$ cat config.mk
export PLATFORM = sky130hd
export DESIGN_NAME = writeback_unit
export DESIGN_NICKNAME = d
export VERILOG_FILES = /design/src/rtl/wb_pkg.sv /design/src/rtl/wb_load_fifo.sv /design/src/rtl/writeback_unit.sv
export SDC_FILE = /design/constraint.sdc
export NUM_CORES = 1
export LEC_CHECK = 0
export BUFFER_PORTS_ARGS = -buffer_cell sky130_fd_sc_hd__buf_2
export CORE_MARGIN = 1
export CORE_UTILIZATION = 50
export CTS_BUF_LIST = sky130_fd_sc_hd__clkbuf_2
export DETAILED_ROUTE_END_ITERATION = 7
export GPL_ROUTABILITY_DRIVEN = 0
export GPL_TIMING_DRIVEN = 0
export PLACE_DENSITY = 0.75
export SYNTH_ARGS = -nofsm -noshare
export SYNTH_HDL_FRONTEND = slang
export SYNTH_SLANG_ARGS = --single-unit
export TNS_END_PERCENT = 10
$ cat constraint.sdc
create_clock -name clk -period 2.95 [get_ports clk]
set_input_delay 0.295 -clock clk [delete_from_list [all_inputs] [get_ports clk]]
set_output_delay 0.295 -clock clk [all_outputs]
set_load 0.05 [all_outputs]
$ cat src/rtl/wb_pkg.sv
// Shared definitions for the register-file write side. The defaults here are also used
// by the register file itself.
package wb_pkg;
  localparam int DATA_WIDTH    = 32;
  localparam int REG_FILE_SIZE = 8;
  localparam int R_ZERO        = 0;
  localparam int R_ONE         = 1;

  typedef enum logic [1:0] {SRC_NONE, SRC_ALU, SRC_LD} wb_src_e;
endpackage

$ cat src/rtl/wb_load_fifo.sv
// Small synchronous FIFO that holds load results waiting for the write port.
// It has no same-cycle pass-through: a full FIFO refuses a push even when it is popped in that cycle.
module wb_load_fifo #(
  parameter int W     = 8,
  parameter int DEPTH = 2,
  localparam int PW   = $clog2(DEPTH),
  localparam int CW   = PW + 1
) (
  input  logic          clk,
  input  logic          reset_n,
  input  logic          push,
  input  logic [W-1:0]  din,
  input  logic          pop,
  output logic [W-1:0]  dout,
  output logic          full,
  output logic          empty,
  output logic [CW-1:0] count
);
  logic [W-1:0]  mem [DEPTH];
  logic [PW-1:0] wr_ptr, rd_ptr;
  logic          do_push, do_pop;

  assign full    = (count == CW'(DEPTH));
  assign empty   = (count == '0);
  assign do_push = push & ~full;
  assign do_pop  = pop & ~empty;
  assign dout    = mem[rd_ptr];

  // DEPTH is a power of two, so the pointers wrap without any extra logic.
  always_ff @(posedge clk) begin
    if (!reset_n) begin
      wr_ptr <= '0;
      rd_ptr <= '0;
      count  <= '0;
    end else begin
      if (do_push) wr_ptr <= wr_ptr + 1'b1;
      if (do_pop)  rd_ptr <= rd_ptr + 1'b1;
      count <= count + CW'(do_push) - CW'(do_pop);
    end
  end

  always_ff @(posedge clk) begin
    if (do_push) mem[wr_ptr] <= din;
  end
endmodule

$ cat src/rtl/writeback_unit.sv
// Merges ALU and load results onto the single register-file write port.
// It filters out writes to r0/r1 and tracks the loads that are still outstanding for issue stalls.
module writeback_unit import wb_pkg::*; #(
  parameter int DATA_WIDTH    = wb_pkg::DATA_WIDTH,
  parameter int REG_FILE_SIZE = wb_pkg::REG_FILE_SIZE,
  parameter int ADDR_WIDTH    = $clog2(REG_FILE_SIZE),
  parameter int LQ_DEPTH      = 2
) (
  input  logic                         clk,
  input  logic                         reset_n,
  input  logic                         alu_valid,
  input  logic [ADDR_WIDTH-1:0]        alu_addr,
  input  logic [DATA_WIDTH-1:0]        alu_data,
  input  logic                         ld_valid,
  output logic                         ld_ready,
  input  logic [ADDR_WIDTH-1:0]        ld_addr,
  input  logic [DATA_WIDTH-1:0]        ld_data,
  input  logic                         iss_valid,
  input  logic [ADDR_WIDTH-1:0]        iss_addr,
  output logic                         wb_wen,
  output logic [ADDR_WIDTH-1:0]        wb_addr,
  output logic [DATA_WIDTH-1:0]        wb_data,
  output logic [REG_FILE_SIZE-1:0]     busy,
  output logic                         drop,
  output logic [$clog2(LQ_DEPTH):0]    lq_count
);
  localparam int EW = ADDR_WIDTH + DATA_WIDTH;

  logic                     rdy_q, lq_full, lq_empty, lq_pop;
  logic [EW-1:0]            lq_head;
  wb_src_e                  src;
  logic [ADDR_WIDTH-1:0]    sel_addr;
  logic [DATA_WIDTH-1:0]    sel_data;
  logic [REG_FILE_SIZE-1:0] busy_nxt;

  // rdy_q keeps ld_ready low through reset and for the cycle in which reset is released.
  assign ld_ready = rdy_q & ~lq_full;
  assign lq_pop   = (src == SRC_LD);

  wb_load_fifo #(.W(EW), .DEPTH(LQ_DEPTH)) u_lq (
    .clk     (clk),
    .reset_n (reset_n),
    .push    (ld_valid & ld_ready),
    .din     ({ld_addr, ld_data}),
    .pop     (lq_pop),
    .dout    (lq_head),
    .full    (lq_full),
    .empty   (lq_empty),
    .count   (lq_count)
  );

  // The ALU is never stalled. Queued loads use the port only in cycles the ALU leaves free.
  always_comb begin
    src      = SRC_NONE;
    sel_addr = alu_addr;
    sel_data = alu_data;
    if (alu_valid) begin
      src = SRC_ALU;
    end else if (!lq_empty) begin
      src      = SRC_LD;
      sel_addr = lq_head[EW-1:DATA_WIDTH];
      sel_data = lq_head[DATA_WIDTH-1:0];
    end
  end

  // A new issue to a register overrides the clear from an older load to the same register.
  always_comb begin
    busy_nxt = busy;
    if (src == SRC_LD) busy_nxt[sel_addr] = 1'b0;
    if (iss_valid && iss_addr > ADDR_WIDTH'(R_ONE)) busy_nxt[iss_addr] = 1'b1;
  end

  always_ff @(posedge clk) begin
    if (!reset_n) begin
      rdy_q   <= 1'b0;
      wb_wen  <= 1'b0;
      wb_addr <= '0;
      wb_data <= '0;
      drop    <= 1'b0;
      busy    <= '0;
    end else begin
      rdy_q  <= 1'b1;
      wb_wen <= 1'b0;
      drop   <= 1'b0;
      busy   <= busy_nxt;
      if (src != SRC_NONE) begin
        if (sel_addr > ADDR_WIDTH'(R_ONE)) begin
          wb_wen  <= 1'b1;
          wb_addr <= sel_addr;
          wb_data <= sel_data;
        end else begin
          drop <= 1'b1;
        end
      end
    end
  end
endmodule

==> run_results.csv, run 1 <==
group,metric,value,unit
clock_network,cts_hold_buf,81,
synth,synth_area_leaders,"edfxtp_1 39%, dfxtp_1 19%, o41ai_2 8.5%, o311ai_0 5.2%, a211oi_1 4.5%",
synth,syn_inst,427,
synth,postSynthAreaPerCell,12.52,um^2
floorplanning,core.rowCount,37,
pwr,power_leakage,2.866,nW
route,firstDrtPassIters,7,
floorplanning,core_area,0.01032,mm^2
route,vias_per_cell,5.686,
route,drc_errors,0,
synth,synth_top_family_by_area,"compound AO/OA/AOI/OAI gates",
synth,synth_adder_area_share,0.4679,%
setup_path,reg2reg_slack,0.24,ns
timing,hold_viol,0,
grt,overflow,0,
grt,grtUsageTotal,27.32,%
synth,synth_top_flop_cell,"edfxtp_1",
setup_path,path_max_fanout,10,
final_layout,nets,733,
synth,synth-compound-area-share,22.55,%
synth,synth_top_cell_by_area,"edfxtp_1",
final_layout,final_cell_mix,"129 x buf_2, 81 x dlygate4sd3_1, 70 x edfxtp_1, 51 x dfxtp_1, 40 x nor2_1",
clock_network,cts_buffers,17,
timing,finalSetupTns,0,ns
grt,antenna_found_initial,0,
flow_run,cap_violations,0,
route,totalWireLength,14610,um
setup_path,r2r_cells,7,
floorplanning,start_util,51.80,%
setup_path,worstSetupEndpointType,"flop",
final_layout,multi_input_area,0.002009,mm^2
timing,worst_slack,0.2379,ns
floorplanning,dieArea,0.01111,mm^2
setup_path,endpoint,"wb_addr[2]",
timing,skew,0.02976,ns
floorplanning,ioPinCount,126,
grt,grt_pass1_vias,4622,
final_layout,nFillCells,750,
synth,synthMuxAreaShare,0.7955,%
outcome,status,"completed",
timing,period_needed,2.712,ns
clock_network,cts_setup_buffers,0,
setup_path,reg2reg_to,"wb_addr[2]",
synth,synth.yosys.seq_area_share,58.40,%
timing,fmax,368.7,MHz
timing,max_slew.worst_pin.slew,0.9433,ns
final_layout,n_antenna_cell,0,
final_layout,final_cells,802,
clock_network,htreeDepth,4,
clock_network,clock_sinks,121,
synth,synth-simple-area-share,13.13,%
setup_path,cp_data_arrival_time,3.31,ns
synth,async_flop_share,0,%
pwr,p_per_area,719.0,mW/mm^2
grt,grt_max_degree,36,
route,wl_per_cell,18.22,um
synth,synth_xor_area_share,0.4913,%
pwr,vdd_drop_max,427.8,uV
clock_network,ctsLongestPathBuffers,2,
route,vias,4560,
final_layout,final_common_cell,"buf_2",
synth,syn_area,0.005348,mm^2
timing,fin_crit_sh,91.94,%
synth,synth_top_area_share,39.31,%
clock_network,cts_root_buf,"clkbuf_2",
final_layout,drive_above_1_share,30.33,%
clock_network,cts_tree,"done",
synth,syn_nets,507,
placement,place_hpwl,9349,um
placement,placed_cells,689,
synth,synth_edf_count,70,
synth,yosysWarnings,0,
route,drt_iter0_drc,344,
hold_path,hp-class,"input port to flop",
synth,yosysUniqueCellTypes,40,
route,ant_nets,0,
floorplanning,die_x,105.4,um
setup_path,path_class,"flop to flop",
floorplanning,die_h,105.4,um
clock_network,clkTransAtPathRegs,0.19,ns
setup_path,worstSetupStartpointType,"flop",
final_layout,synthToLayoutAreaGrowth,35.31,%
setup_path,slowest_stage,"dlygate4sd3_1",
synth,ys_seq_elements,121,
timing,finalSetupViolations,0,
placement,port-buffer-count,125,
timing,rsz0062_at_grt,"false",
final_layout,seqCellArea,0.003123,mm^2
setup_path,max_stage_delay,0.58,ns
final_layout,fin_util,70.09,%
clock_network,cts_resized,0,
timing,max_slew_margin,36.45,%
timing,slew_violations,0,
setup_path,cp.required,3.54,ns
setup_path,path_cells,"buf_2, buf_2, mux2_2, a22oi_1, dlygate4sd3_1, a21oi_1, dlygate4sd3_1",
clock_network,clock_latency,0.67,ns
placement,pre_cts_ws,0.8652,ns
timing,hold_ws,0.05968,ns
grt,grt_pass1_wl,23120,um
[critical path, delay by kind of cell (launching register included)]
family	cells	cell delay [ns]
flip-flops	1	0.33
AO/OA/AOI/OAI	2	0.25
buffers and inverters	4	1.63
multiplexers	1	0.44
[cell type report]
class                      instances  share of cell area, %
buffer                            41                  2.611
clock buffer                      18                  1.245
clock inverter                    14                  2.162
inverter                           9                 0.4669
multi-input combinational        256                  27.77
sequential                       121                  43.16
tap                              136                  2.352
timing repair buffer             207                  20.23
[flip-flops by register name, indices dropped and copies added, names as in the netlist, 2 cells and up, named ones only]
| signal | cells |
|---|---|
| wb_data | 32 |
| busy | 8 |
| u_lq.count | 2 |
| u_lq.mem | 70 |
| wb_addr | 3 |
[logic make-up after synthesis]
logic type      after synthesis
compound gates              121
xor+xnor                      3
fa+ha+maj                     2
buf+inv                      50
flops                       121
mux                           4
simple gates                126
[through the flow]
| step | cell area, um^2 | power, mW |
|---|---|---|
| after floorplan | 5350 | 3.513 |
| after global placement | 6146 | 3.991 |
| after detailed placement | 6178 | 4.042 |
| after CTS | 7236 | 5.201 |
| after global routing | 7236 | 5.446 |
| final | 7236 | 5.203 |
[Yosys cell counts, types with 3 or more instances]
master    count
and2_1       36
nand4_1       3
nand4b_1      4
a211oi_1     32
edfxtp_1     70
buf_2         4
a32o_1        4
o41ai_2      28
nor2_1       41
inv_1         8
nand2_1       3
clkbuf_1     33
buf_6         4
dfxtp_1      51
o41ai_1       7
a21oi_1       5
o21ai_0       3
o311ai_0     32
nor2b_1      32
[how the worst min path moves through the flow]
stage / from / end / cells past startpoint
6_report: alu_valid / wb_addr[1] / 4
5_1_grt: alu_valid / wb_addr[1] / 4
4_1_cts: alu_valid / wb_addr[1] / 4
3_5_place_dp: reset_n / rdy_q / 1
3_3_place_gp: reset_n / rdy_q / 1
2_1_floorplan: reset_n / rdy_q / 0
[routing by layer]
layer | global-route usage [%] | vias up | share of wire, %
met5 | 0 | - | 0
met4 | 13.78 | 0 | 3.4
met2 | 44.97 | 226 | 49
li1 | - | 2111 | -
met1 | 33.41 | 2179 | 40
met3 | 6.679 | 44 | 7.2
[report_power, final]
| part | internal (mW) | switching (mW) | leakage, nW |
|---|---|---|---|
| registers | 2.00 | 0.106 | 1.06 |
| logic | 0.620 | 1.38 | 1.66 |
| clock network | 0.463 | 0.628 | 0.141 |
| total | 3.09 | 2.12 | 2.87 |
(Power assumes the default switching activity.)
==> run 2, diff against run 1 <==
CORE_UTILIZATION = 56   (was 50)
PLACE_DENSITY = 0.83   (was 0.75)
==> run 2 against run 1 <==
  * First-iteration DRC count shrank 26%
  * Largest power group unchanged
  * Final cell count shrank 1.0%
  * Cell area shrank 0.21%
  * Critical path type unchanged
  * Setup slack gained 0.30 ns
==> run_results.csv, run 2 (synthesis gave the netlist of run 1 again) <==
group,metric,value,unit
outcome,status,"completed",
final_layout,nets,732,
floorplanning,die_h,99.72,um
timing,finalSetupTns,0,ns
timing,finalSetupViolations,0,
clock_network,cts_tree,"done",
route,drc_errors,0,
floorplanning,dieArea,0.009944,mm^2
timing,period_needed,2.409,ns
floorplanning,start_util,57.87,%
timing,max_slew.worst_pin.slew,1.027,ns
grt,grt_max_degree,36,
pwr,vdd_drop_max,387.3,uV
setup_path,worstSetupEndpointType,"flop",
timing,skew,0.03184,ns
clock_network,cts_setup_buffers,0,
clock_network,cts_resized,0,
final_layout,largest_register_ffs,70,
timing,slew_violations,0,
setup_path,cp_data_arrival_time,2.96,ns
grt,antenna_found_initial,0,
route,wl_per_cell,18.67,um
clock_network,cts_hold_buf,80,
clock_network,cts_root_buf,"clkbuf_2",
clock_network,cts_buffers,17,
timing,hold_viol,0,
placement,place_hpwl,9068,um
flow_run,cap_violations,0,
hold_path,hp-class,"input port to flop",
pwr,power_leakage,2.869,nW
final_layout,final_cell_mix,"129 x buf_2, 80 x dlygate4sd3_1, 70 x edfxtp_1, 51 x dfxtp_1, 40 x nor2_1",
clock_network,ctsLongestPathBuffers,2,
placement,placed_cells,682,
floorplanning,die_x,99.72,um
final_layout,fin_util,78.14,%
final_layout,n_antenna_cell,0,
final_layout,regMostFlops,"u_lq.mem",
clock_network,clkTransAtPathRegs,0.18,ns
setup_path,path_max_fanout,10,
final_layout,synthToLayoutAreaGrowth,35.03,%
clock_network,clock_sinks,121,
grt,overflow,0,
grt,grt_pass1_wl,23180,um
final_layout,reg.largest.list,"u_lq.mem: 70 flops, wb_data: 32 flops, busy: 8 flops",
route,totalWireLength,14830,um
route,drt_iter0_drc,254,
placement,port-buffer-count,125,
floorplanning,core.rowCount,35,
floorplanning,ioPinCount,126,
route,vias_per_cell,5.790,
placement,pre_cts_ws,0.8419,ns
setup_path,worstSetupStartpointType,"flop",
timing,max_slew_margin,30.79,%
grt,grt_pass1_vias,4671,
final_layout,final_cells,794,
floorplanning,core_area,0.009240,mm^2
timing,rsz0062_at_grt,"false",
final_layout,nFillCells,575,
pwr,p_per_area,723.2,mW/mm^2
timing,fin_crit_sh,81.67,%
final_layout,final_common_cell,"buf_2",
route,firstDrtPassIters,5,
clock_network,htreeDepth,4,
route,vias,4597,
timing,fmax,415.1,MHz
setup_path,path_class,"flop to flop",
timing,worst_slack,0.5408,ns
setup_path,cp.required,3.50,ns
grt,grtUsageTotal,31.00,%
final_layout,drive_above_1_share,30.68,%
clock_network,clock_latency,0.64,ns
route,ant_nets,0,
timing,hold_ws,0.06040,ns
==> run 2: changes by cell type in the layout (fill, tap and decap cells not counted) <==
cell / before / now
dlygate4sd3_1: 81 / 80
clkinv_4: 1 / 2
clkinvlp_4: 4 / 3
clkinv_1: 2 / 0
clkbuf_2: 18 / 19
clkinv_2: 4 / 5
==> run 2: cell type report <==
| cell class | instances | area, um^2 | share of cell area (%) |
|---|---|---|---|
| buffer | 41 | 188.9 | 2.617 |
| clock buffer | 19 | 95.09 | 1.317 |
| clock inverter | 13 | 155.1 | 2.149 |
| inverter | 9 | 33.78 | 0.4679 |
| multi-input combinational | 256 | 2009 | 27.83 |
| sequential | 121 | 3123 | 43.25 |
| tap | 129 | 161.4 | 2.235 |
| timing repair buffer | 206 | 1454 | 20.14 |
==> run 2: final timing paths <==
kind / slack, ns / endpoint / start / cells after the start
max: 0.54 / busy[5] / u_lq.count[1] / 6
min: 0.06 / drop / alu_valid / 3
max reg2reg: 0.54 / busy[5] / u_lq.count[1] / 6
min reg2reg: 0.45 / busy[1] / busy[1] / 2
==> run 2: critical path: stages, from the launching register on <==
cell	delay, ns
dfxtp_1	0.49
o21bai_4	0.16
inv_2	0.18
clkbuf_1	0.47
nand4_1	0.19
a32o_1	0.30
dlygate4sd3_1	0.55
==> run 2: routing by layer <==
layer	part of all wire [%]	vias to the layer above	routed length, um	GRT usage (%)
li1	-	2117	-	-
met1	39	2211	5810	36.49
met3	6.5	34	967	7.168
met5	0	-	0	0
met4	2.6	0	383	14.14
met2	52	235	7666	53.85
==> run 2: power by group <==
group / internal, mW / leakage (nW) / switching (mW)
Clock: 0.473 / 0.150 / 0.620
Combinational: 0.617 / 1.66 / 1.40
Sequential: 2.00 / 1.06 / 0.109
Total: 3.09 / 2.87 / 2.13
==> run 2: metrics by stage <==
step | cell area [um^2] | power, mW
final | 7221 | 5.222
after global routing | 7221 | 5.453
after CTS | 7221 | 5.194
after detailed placement | 6170 | 4.037
after global placement | 6137 | 3.972
after floorplan | 5350 | 3.513
